$ cat config.mk
export PLATFORM = sky130hd
export DESIGN_NAME = bf_nb_pipe
export DESIGN_NICKNAME = d
export VERILOG_FILES = /design/src/rtl/bf_pkg.sv /design/src/rtl/bf_pipe_stage.sv /design/src/rtl/bf_nb_pipe.sv
export SDC_FILE = /design/constraint.sdc
export NUM_CORES = 1
export LEC_CHECK = 0
export ABC_AREA = 1
export CORE_ASPECT_RATIO = 0.6
export CORE_UTILIZATION = 30
export CTS_CLUSTER_DIAMETER = 120
export CTS_CLUSTER_SIZE = 16
export DETAILED_ROUTE_END_ITERATION = 6
export DONT_BUFFER_PORTS = 1
export REMOVE_ABC_BUFFERS = 1
export SYNTH_ARGS = -nofsm -noshare
export SYNTH_HDL_FRONTEND = slang
export SYNTH_SLANG_ARGS = --single-unit
$ cat constraint.sdc
create_clock -name clk -period 1.85 [get_ports clk]
set_clock_uncertainty 0.15 [all_clocks]
set_input_delay 0.37 -clock clk [delete_from_list [all_inputs] [get_ports clk]]
set_output_delay 0.37 -clock clk [all_outputs]
set_load 0.005 [all_outputs]
$ cat src/rtl/bf_pkg.sv
// Shared definitions for the bf_nb_pipe gate pipeline.
//   MODE_*  : two-bit per-transaction function select
//   bf_eval : golden single-bit result for a given mode; the bench uses it
//             as the reference for every bit of a transaction.
package bf_pkg;

  localparam logic [1:0] MODE_AOI21 = 2'b00;
  localparam logic [1:0] MODE_OAI21 = 2'b01;
  localparam logic [1:0] MODE_AO21  = 2'b10;
  localparam logic [1:0] MODE_OA21  = 2'b11;

  function automatic logic bf_eval(input logic ea, input logic eb,
                                   input logic ec, input logic [1:0] emode);
    logic r;
    case (emode)
      MODE_AOI21: r = ~((ea & eb) | ec);
      MODE_OAI21: r = ~((ea | eb) & ec);
      MODE_AO21:  r = (ea & eb) | ec;
      default:    r = (ea | eb) & ec;
    endcase
    return r;
  endfunction

endpackage

$ cat src/rtl/bf_pipe_stage.sv
// One elastic valid/ready register slice.
//   clk, rst_n        : clock, async active-low reset
//   i_valid/i_ready   : upstream handshake (i_ready is combinational from o_ready)
//   i_data            : upstream payload, W bits
//   o_valid/o_ready   : downstream handshake
//   o_data            : registered payload; held while o_valid && !o_ready
module bf_pipe_stage #(
  parameter int W = 8
) (
  input  logic         clk,
  input  logic         rst_n,
  input  logic         i_valid,
  output logic         i_ready,
  input  logic [W-1:0] i_data,
  output logic         o_valid,
  input  logic         o_ready,
  output logic [W-1:0] o_data
);

  // Slice may advance when empty or when its content leaves this cycle.
  assign i_ready = ~o_valid | o_ready;

  always_ff @(posedge clk or negedge rst_n) begin
    if (!rst_n) begin
      o_valid <= 1'b0;
      o_data  <= '0;
    end else if (i_ready) begin
      o_valid <= i_valid;
      // Data only moves with a real token so a bubble leaves the last value.
      if (i_valid) o_data <= i_data;
    end
  end

endmodule

$ cat src/rtl/bf_nb_pipe.sv
// Two-stage pipelined AOI21/OAI21/AO21/OA21 gate array with elastic handshake.
//   clk, rst_n          : clock, async active-low reset
//   in_valid/in_ready   : operand handshake (in_ready combinational from out_ready)
//   a, b, c             : WIDTH-bit operands
//   mode                : 00 AOI21, 01 OAI21, 10 AO21, 11 OA21
//   out_valid/out_ready : result handshake
//   out_x, out_zero     : registered result and its zero flag
//   txn_cnt             : completed output handshakes, wrapping
module bf_nb_pipe
  import bf_pkg::*;
#(
  parameter int WIDTH = 8,
  parameter int CNT_W = 8
) (
  input  logic             clk,
  input  logic             rst_n,
  input  logic             in_valid,
  output logic             in_ready,
  input  logic [WIDTH-1:0] a,
  input  logic [WIDTH-1:0] b,
  input  logic [WIDTH-1:0] c,
  input  logic [1:0]       mode,
  output logic             out_valid,
  input  logic             out_ready,
  output logic [WIDTH-1:0] out_x,
  output logic             out_zero,
  output logic [CNT_W-1:0] txn_cnt
);

  localparam int S1_W = 2 + 2 * WIDTH;
  localparam int S2_W = 1 + WIDTH;

  logic [WIDTH-1:0] p_comb;
  logic [S1_W-1:0]  s1_d;
  logic [S1_W-1:0]  s1_q;
  logic             s1_valid;
  logic             s2_ready;

  logic [1:0]       s1_mode;
  logic [WIDTH-1:0] s1_c;
  logic [WIDTH-1:0] s1_p;
  logic [WIDTH-1:0] q_comb;
  logic [WIDTH-1:0] x_comb;
  logic [S2_W-1:0]  s2_d;
  logic [S2_W-1:0]  s2_q;

  // mode[0] picks OR-first (OAI/OA) versus AND-first (AOI/AO).
  assign p_comb = mode[0] ? (a | b) : (a & b);
  assign s1_d   = {mode, c, p_comb};

  bf_pipe_stage #(.W(S1_W)) u_s1 (
    .clk     (clk),
    .rst_n   (rst_n),
    .i_valid (in_valid),
    .i_ready (in_ready),
    .i_data  (s1_d),
    .o_valid (s1_valid),
    .o_ready (s2_ready),
    .o_data  (s1_q)
  );

  assign s1_mode = s1_q[S1_W-1 -: 2];
  assign s1_c    = s1_q[WIDTH +: WIDTH];
  assign s1_p    = s1_q[WIDTH-1:0];

  // mode[1] selects the non-inverted variants.
  assign q_comb = s1_mode[0] ? (s1_p & s1_c) : (s1_p | s1_c);
  assign x_comb = s1_mode[1] ? q_comb : ~q_comb;

  // Zero flag is registered with the result so it reads 0 out of reset.
  assign s2_d = {(x_comb == '0), x_comb};

  bf_pipe_stage #(.W(S2_W)) u_s2 (
    .clk     (clk),
    .rst_n   (rst_n),
    .i_valid (s1_valid),
    .i_ready (s2_ready),
    .i_data  (s2_d),
    .o_valid (out_valid),
    .o_ready (out_ready),
    .o_data  (s2_q)
  );

  assign out_x    = s2_q[WIDTH-1:0];
  assign out_zero = s2_q[WIDTH];

  always_ff @(posedge clk or negedge rst_n) begin
    if (!rst_n) begin
      txn_cnt <= '0;
    end else if (out_valid && out_ready) begin
      txn_cnt <= txn_cnt + CNT_W'(1);
    end
  end

endmodule

==> impl_metrics.env, run 1 <==
export IMPL_rr_worst_depth=7
export IMPL_dieArea_mm2=0.00632
export IMPL_die_x_um=102
export IMPL_ys_warn_count=0
export IMPL_clkSinkCount=37
export IMPL_cap_violations=0
export IMPL_post_cts_buffers=0
export IMPL_place_hpwl_mm=2.71
export IMPL_hp_start="mode[0]"
export IMPL_netlist_instances=214
export IMPL_total_power_uw=2250
export IMPL_synth_top_area_share_pct=51.5
export IMPL_synth_largest_area_cell="dfrtp_1"
export IMPL_synthFlopType="dfrtp_1"
export IMPL_drive_gt1_share_pct=10.8
export IMPL_cts_tree="done"
export IMPL_htree_levels=2
export IMPL_cp_slowest_stage_delay_ps=370
export IMPL_critPathBufInv=2
export IMPL_synth_enable_flop_cells=0
export IMPL_dr_total_vias=1313
export IMPL_ys_seq_elements=37
export IMPL_port_buffers=0
export IMPL_antenna_found_initial=0
export IMPL_drc=0
export IMPL_async_reset_ff_share_pct=100
export IMPL_start_kind="flop"
export IMPL_post_route_period_util_pct=77.9
export IMPL_syn_to_final_growth_pct=11.1
export IMPL_rsz0062_at_grt="false"
export IMPL_placed_cell_area_mm2=0.00189
export IMPL_track_usage_pct=12.8
export IMPL_clkTransAtPathRegs_ps=70
export IMPL_grt_pass1_vias=1303
export IMPL_grt_pass1_wl_mm=5.92
export IMPL_min_to="u_s1.o_data[16]$_DFFE_PN0P_"
export IMPL_first_pass_iters=5
export IMPL_reg2reg_from="u_s2.o_valid$_DFFE_PN0P_"
export IMPL_clockBufferDepth=2
export IMPL_final_common_cell="nand2_1"
export IMPL_cts_buffers=5
export IMPL_powerDensity_mw_per_mm2=1120
export IMPL_start_util_pct=31.7
export IMPL_synth_avg_cell_area_um2=8.40
export IMPL_cp_end_kind="flop"
export IMPL_min_path_cells=2
export IMPL_rrSetupSlack_ps=410
export IMPL_worst_path_max_fanout=4
export IMPL_wl_mm=3.64
export IMPL_crit_slowest_cell="dfrtp_1"
export IMPL_diodes=0
export IMPL_ant_nets=0
export IMPL_setup_tns_ps=0
export IMPL_fmax_mhz=693
export IMPL_synth_area_mm2=0.00180
export IMPL_drt_iter0_drc=53
export IMPL_insertion_delay_ps=280
export IMPL_grt_max_degree=38
export IMPL_peakVddDrop_mv=0.328
export IMPL_cts_root_buf="clkbuf_8"
export IMPL_cp_required_ps=1870
export IMPL_synth_seq_area_share_pct=51.5
export IMPL_finalInstanceArea_mm2=0.00200
export IMPL_relSlewSlack_pct=78.5
export IMPL_path_cells="buf_4, nand2_2, inv_1, nand2_1, nor2_1, nand4_1, xnor2_1"
export IMPL_synth_cell_type_count=24
export IMPL_core_mm2=0.00568
export IMPL_slew_violations=0
export IMPL_die_height_um=62.0
export IMPL_grt_overflow=0
export IMPL_worstPathArrival_ps=1460
export IMPL_synth_top_cells_by_area="dfrtp_1 (51%), nand2_1 (15%), nor2_1 (4.4%)"
export IMPL_hold_ws_ps=83.4
export IMPL_hp_class="primary input to flop"
export IMPL_mostFrequentLayoutCells="nand2_1 (71), dfrtp_1 (37), nor2_1 (21)"
export IMPL_place_inst=292
export IMPL_fin_crit_ps=1440
export IMPL_power_leakage_uw=0.000963
export IMPL_stdcell_count=302
export IMPL_status="finished clean"
export IMPL_gp_congestion=0.729
export IMPL_crit_type="flop to flop"
export IMPL_ios=49
export IMPL_fp_row_count=21
export IMPL_worst_pin_slew_ps=323
export IMPL_fin_nets=252
export IMPL_via_per_inst=4.35
export IMPL_crit_family="simple AND/OR/NAND/NOR gates"
export IMPL_hold_viol=0
export IMPL_setup_viol=0
export IMPL_wl_per_cell_um=12.0
export IMPL_rr_endpoint="txn_cnt[6]$_DFFE_PN0P_"
[what timing repair did]
| item | CTS | global route |
|---|---|---|
| hold endpoints to repair | 37 | 0 |
| hold buffers | 2 | 0 |
| resized for setup | 0 | 0 |
[final cells by class]
class | instances | area (um2)
clock buffer | 8 | 80.1
fill | 608 | 3680
inverter | 15 | 56.3
multi-input combinational | 155 | 768
sequential | 37 | 926
tap | 80 | 100
timing repair buffer | 7 | 67.6
[power breakdown]
group          internal [uW]  leakage, uW  switching, uW  total [uW]
registers               1000     0.000443            199        1200
clock network            268    0.0000395            264         532
logic                    220     0.000480            293         513
[state kept, by name, summed over array words and instances, names as in the netlist]
name / flops
txn_cnt: 8
u_s1.o_valid: 1
u_s2.o_data: 9
u_s2.o_valid: 1
u_s1.o_data: 18
[synthesized netlist by cell type, types with 2 or more instances]
cell and number:
nand2_1 71, dfrtp_1 37, nor2_1 21, inv_1 14
a21oi_1 13, nand3_1 11, o31ai_1 8, o21ai_0 5
buf_2 4, mux2_2 4, or2_2 4, xnor2_1 4
a31oi_1 3, xor2_1 3, buf_6 2, nand2_2 2
[per-stage QoR]
step	utilization, %	setup WS (ps)
after floorplan	-	283
after global placement	33.3	356
after detailed placement	33.3	345
after CTS	35.2	402
after global routing	35.2	273
final	35.2	408
[cells by family (layout without fill, tap and decap cells)]
| kind of cell | after synthesis | count (layout) | share of synthesized area (%) |
|---|---|---|---|
| AOI/OAI and AO/OA | 31 | 31 | 10.3 |
| xor gates and xnor gates | 7 | 7 | 3.41 |
| adders and majority gates | 1 | 1 | 0.696 |
| buffers and inverters | 22 | 30 | 5.78 |
| DFF | 37 | 37 | 51.5 |
| muxes | 4 | 4 | 2.51 |
| and+or+nand+nor | 112 | 112 | 25.8 |
[metal layers]
layer | track usage [%] | routed length, um | vias to the layer above
met4 | 3.06 | 0 | 0
li1 | - | - | 701
met5 | 0 | 0 | -
met3 | 6.04 | 349 | 0
met1 | 17.5 | 1970 | 570
met2 | 18.2 | 1310 | 42
[worst max-delay path by stage]
stage	from	to	slack, ps	depth (start not counted)
after floorplan	u_s2.o_valid$_DFFE_PN0P_	u_s1.o_data[10]$_DFFE_PN0P_	280	3
after global placement	out_ready	u_s1.o_data[10]$_DFFE_PN0P_	360	4
after detailed placement	out_ready	u_s1.o_data[13]$_DFFE_PN0P_	350	4
after CTS	u_s2.o_valid$_DFFE_PN0P_	txn_cnt[7]$_DFFE_PN0P_	400	7
after global routing	u_s2.o_valid$_DFFE_PN0P_	txn_cnt[6]$_DFFE_PN0P_	270	7
final	u_s2.o_valid$_DFFE_PN0P_	txn_cnt[6]$_DFFE_PN0P_	410	7
No activity file was read; power rests on OpenSTA's default activity.
==> inputs of run 2 (changes only) <==
Clock period 1.85 ns to 1.4 ns, I/O delays scaled along.
==> run 2 against run 1 <==
  * Count of clock-buffer cells in the layout unchanged
  * Final cell count grew 5.3%
  * Sequential share of layout area decreased by 3.5 points
  * Final area grew 8.3%
  * Wire length increased by 5.7%
  * Non-clock buffer count rose by 16
  * Sequential power up 31%
==> impl_metrics.env, run 2 (synthesis gave the netlist of run 1 again) <==
export IMPL_p_comb_share_pct=27.7
export IMPL_hp_class="primary input to flop"
export IMPL_setup_viol=0
export IMPL_pwr_share_clk_pct=22.5
export IMPL_die_height_um=62.0
export IMPL_first_pass_iters=4
export IMPL_relSlewSlack_pct=85.4
export IMPL_insertion_delay_ps=280
export IMPL_slew_violations=0
export IMPL_cts_root_buf="clkbuf_8"
export IMPL_intPower_uw=2090
export IMPL_final_util_pct=38.1
export IMPL_status="finished clean"
export IMPL_fin_nets=268
export IMPL_fmax_mhz=723
export IMPL_power_share_sequential_pct=49.8
export IMPL_die_x_um=102
export IMPL_place_inst=299
export IMPL_switchingPower_uw=1060
export IMPL_diodes=0
export IMPL_gp_congestion=0.759
export IMPL_mostFrequentLayoutCells="nand2_1 (65), dfrtp_1 (36), nor2_1 (19)"
export IMPL_power_leakage_uw=0.00104
export IMPL_finalInstanceArea_mm2=0.00216
export IMPL_via_per_inst=4.40
export IMPL_drc=0
export IMPL_powerDensity_mw_per_mm2=1460
export IMPL_cp_required_ps=970
export IMPL_crit_slowest_cell="dfrtp_1"
export IMPL_p_sw_share_pct=33.7
export IMPL_place_hpwl_mm=2.85
export IMPL_grt_overflow=0
export IMPL_rsz0062_at_grt="true"
export IMPL_top_register="u_s1.o_data"
export IMPL_setup_slack_ps=16.7
export IMPL_total_power_uw=3150
export IMPL_clockBufferDepth=2
export IMPL_htree_levels=2
export IMPL_start_kind="flop"
export IMPL_stdcell_count=318
export IMPL_largest_reg_flops=18
export IMPL_post_route_period_util_pct=98.8
export IMPL_clkTransAtPathRegs_ps=70
export IMPL_placed_cell_area_mm2=0.00194
export IMPL_fin_crit_ps=1380
export IMPL_grt_pass1_vias=1299
export IMPL_worst_path_max_fanout=4
export IMPL_hold_viol=0
export IMPL_wl_mm=3.84
export IMPL_preCtsSetupSlack_ps=26.4
export IMPL_worstPathArrival_ps=950
export IMPL_cp_end_kind="output pin"
export IMPL_core_mm2=0.00568
export IMPL_final_common_cell="nand2_1"
export IMPL_ant_nets=0
export IMPL_drive_gt1_share_pct=20.2
export IMPL_port_buffers=0
export IMPL_start_util_pct=31.7
export IMPL_peakVddDrop_mv=0.514
export IMPL_fillers=615
export IMPL_fp_row_count=21
export IMPL_crit_type="flop to output pin"
export IMPL_clkSinkCount=37
export IMPL_cts_buffers=5
export IMPL_grt_pass1_wl_mm=6.18
export IMPL_largestRegisters="u_s1.o_data: 18 flops, u_s2.o_data: 9 flops, txn_cnt: 8 flops"
export IMPL_wl_per_cell_um=12.1
export IMPL_antenna_found_initial=0
export IMPL_dieArea_mm2=0.00632
export IMPL_cts_tree="done"
export IMPL_cp_slowest_stage_delay_ps=430
export IMPL_cap_violations=0
export IMPL_dr_total_vias=1399
export IMPL_grt_max_degree=38
export IMPL_syn_to_final_growth_pct=20.4
export IMPL_drt_iter0_drc=24
export IMPL_ios=49
export IMPL_track_usage_pct=13.2
export IMPL_path_cells="nand3_2, buf_6"
export IMPL_worst_pin_slew_ps=217
## run 2: worst max-delay path, delay by kind of cell (launching register included)
family	cells	cell delay, ps
buffers and inverters	1	140
DFF	1	430
and+or+nand+nor	1	120
## run 2: cell type report
type / count / area, um2 / share of cell area [%]
clock buffer: 8 / 80.1 / 3.70
timing repair buffer: 23 / 201 / 9.31
tap: 80 / 100 / 4.62
sequential: 37 / 927 / 42.8
multi-input combinational: 155 / 796 / 36.8
inverter: 15 / 60.1 / 2.77
## run 2: power by group through the flow
stage | logic, uW | clock network [uW] | registers [uW]
final | 873 | 709 | 1570
after global placement | 754 | 0 | 1570
after floorplan | 517 | 0 | 1540
after global routing | 1020 | 784 | 1610
after CTS | 804 | 733 | 1560
after detailed placement | 761 | 0 | 1580
## run 2: worst paths after layout
| kind | startpoint | end | slack [ps] | cells after the start |
|---|---|---|---|---|
| setup / recovery | u_s2.o_valid$_DFFE_PN0P_ | in_ready | 20 | 2 |
| hold / removal | mode[0] | u_s1.o_data[16]$_DFFE_PN0P_ | 0.2 | 2 |
| setup reg to reg | u_s2.o_valid$_DFFE_PN0P_ | u_s1.o_data[10]$_DFFE_PN0P_ | 40 | 3 |
| hold reg to reg | txn_cnt[7]$_DFFE_PN0P_ | txn_cnt[7]$_DFFE_PN0P_ | 340 | 1 |
| max in group asynchronous | rst_n | u_s1.o_data[16]$_DFFE_PN0P_ | 580 | 2 |
| min in group asynchronous | rst_n | txn_cnt[5]$_DFFE_PN0P_ | 300 | 2 |
## run 2: routing by layer
metal	share of wire, %	GRT usage (%)	up-vias
li1	-	-	732
met1	54	19.2	626
met2	38	18.4	41
met3	8.7	5.70	0
met4	0	1.22	0
met5	0	0	-
## run 2: per-stage QoR
step                      hold slack (ps)  setup TNS [ps]
after floorplan                      -166            -670
after global placement               -165               0
after detailed placement             -165               0
after CTS                           0.663               0
after global routing                 1.94            -438
final                               0.163               0
## run 2: repair_timing
action / CTS / global route
buffers inserted: 0 / 5
pin swaps: 1 / 6
hold buffers: 4 / 2
hold endpoints to repair: 39 / 2
endpoints found under the setup margin: 1 / 16
gates resized for setup: 1 / 13
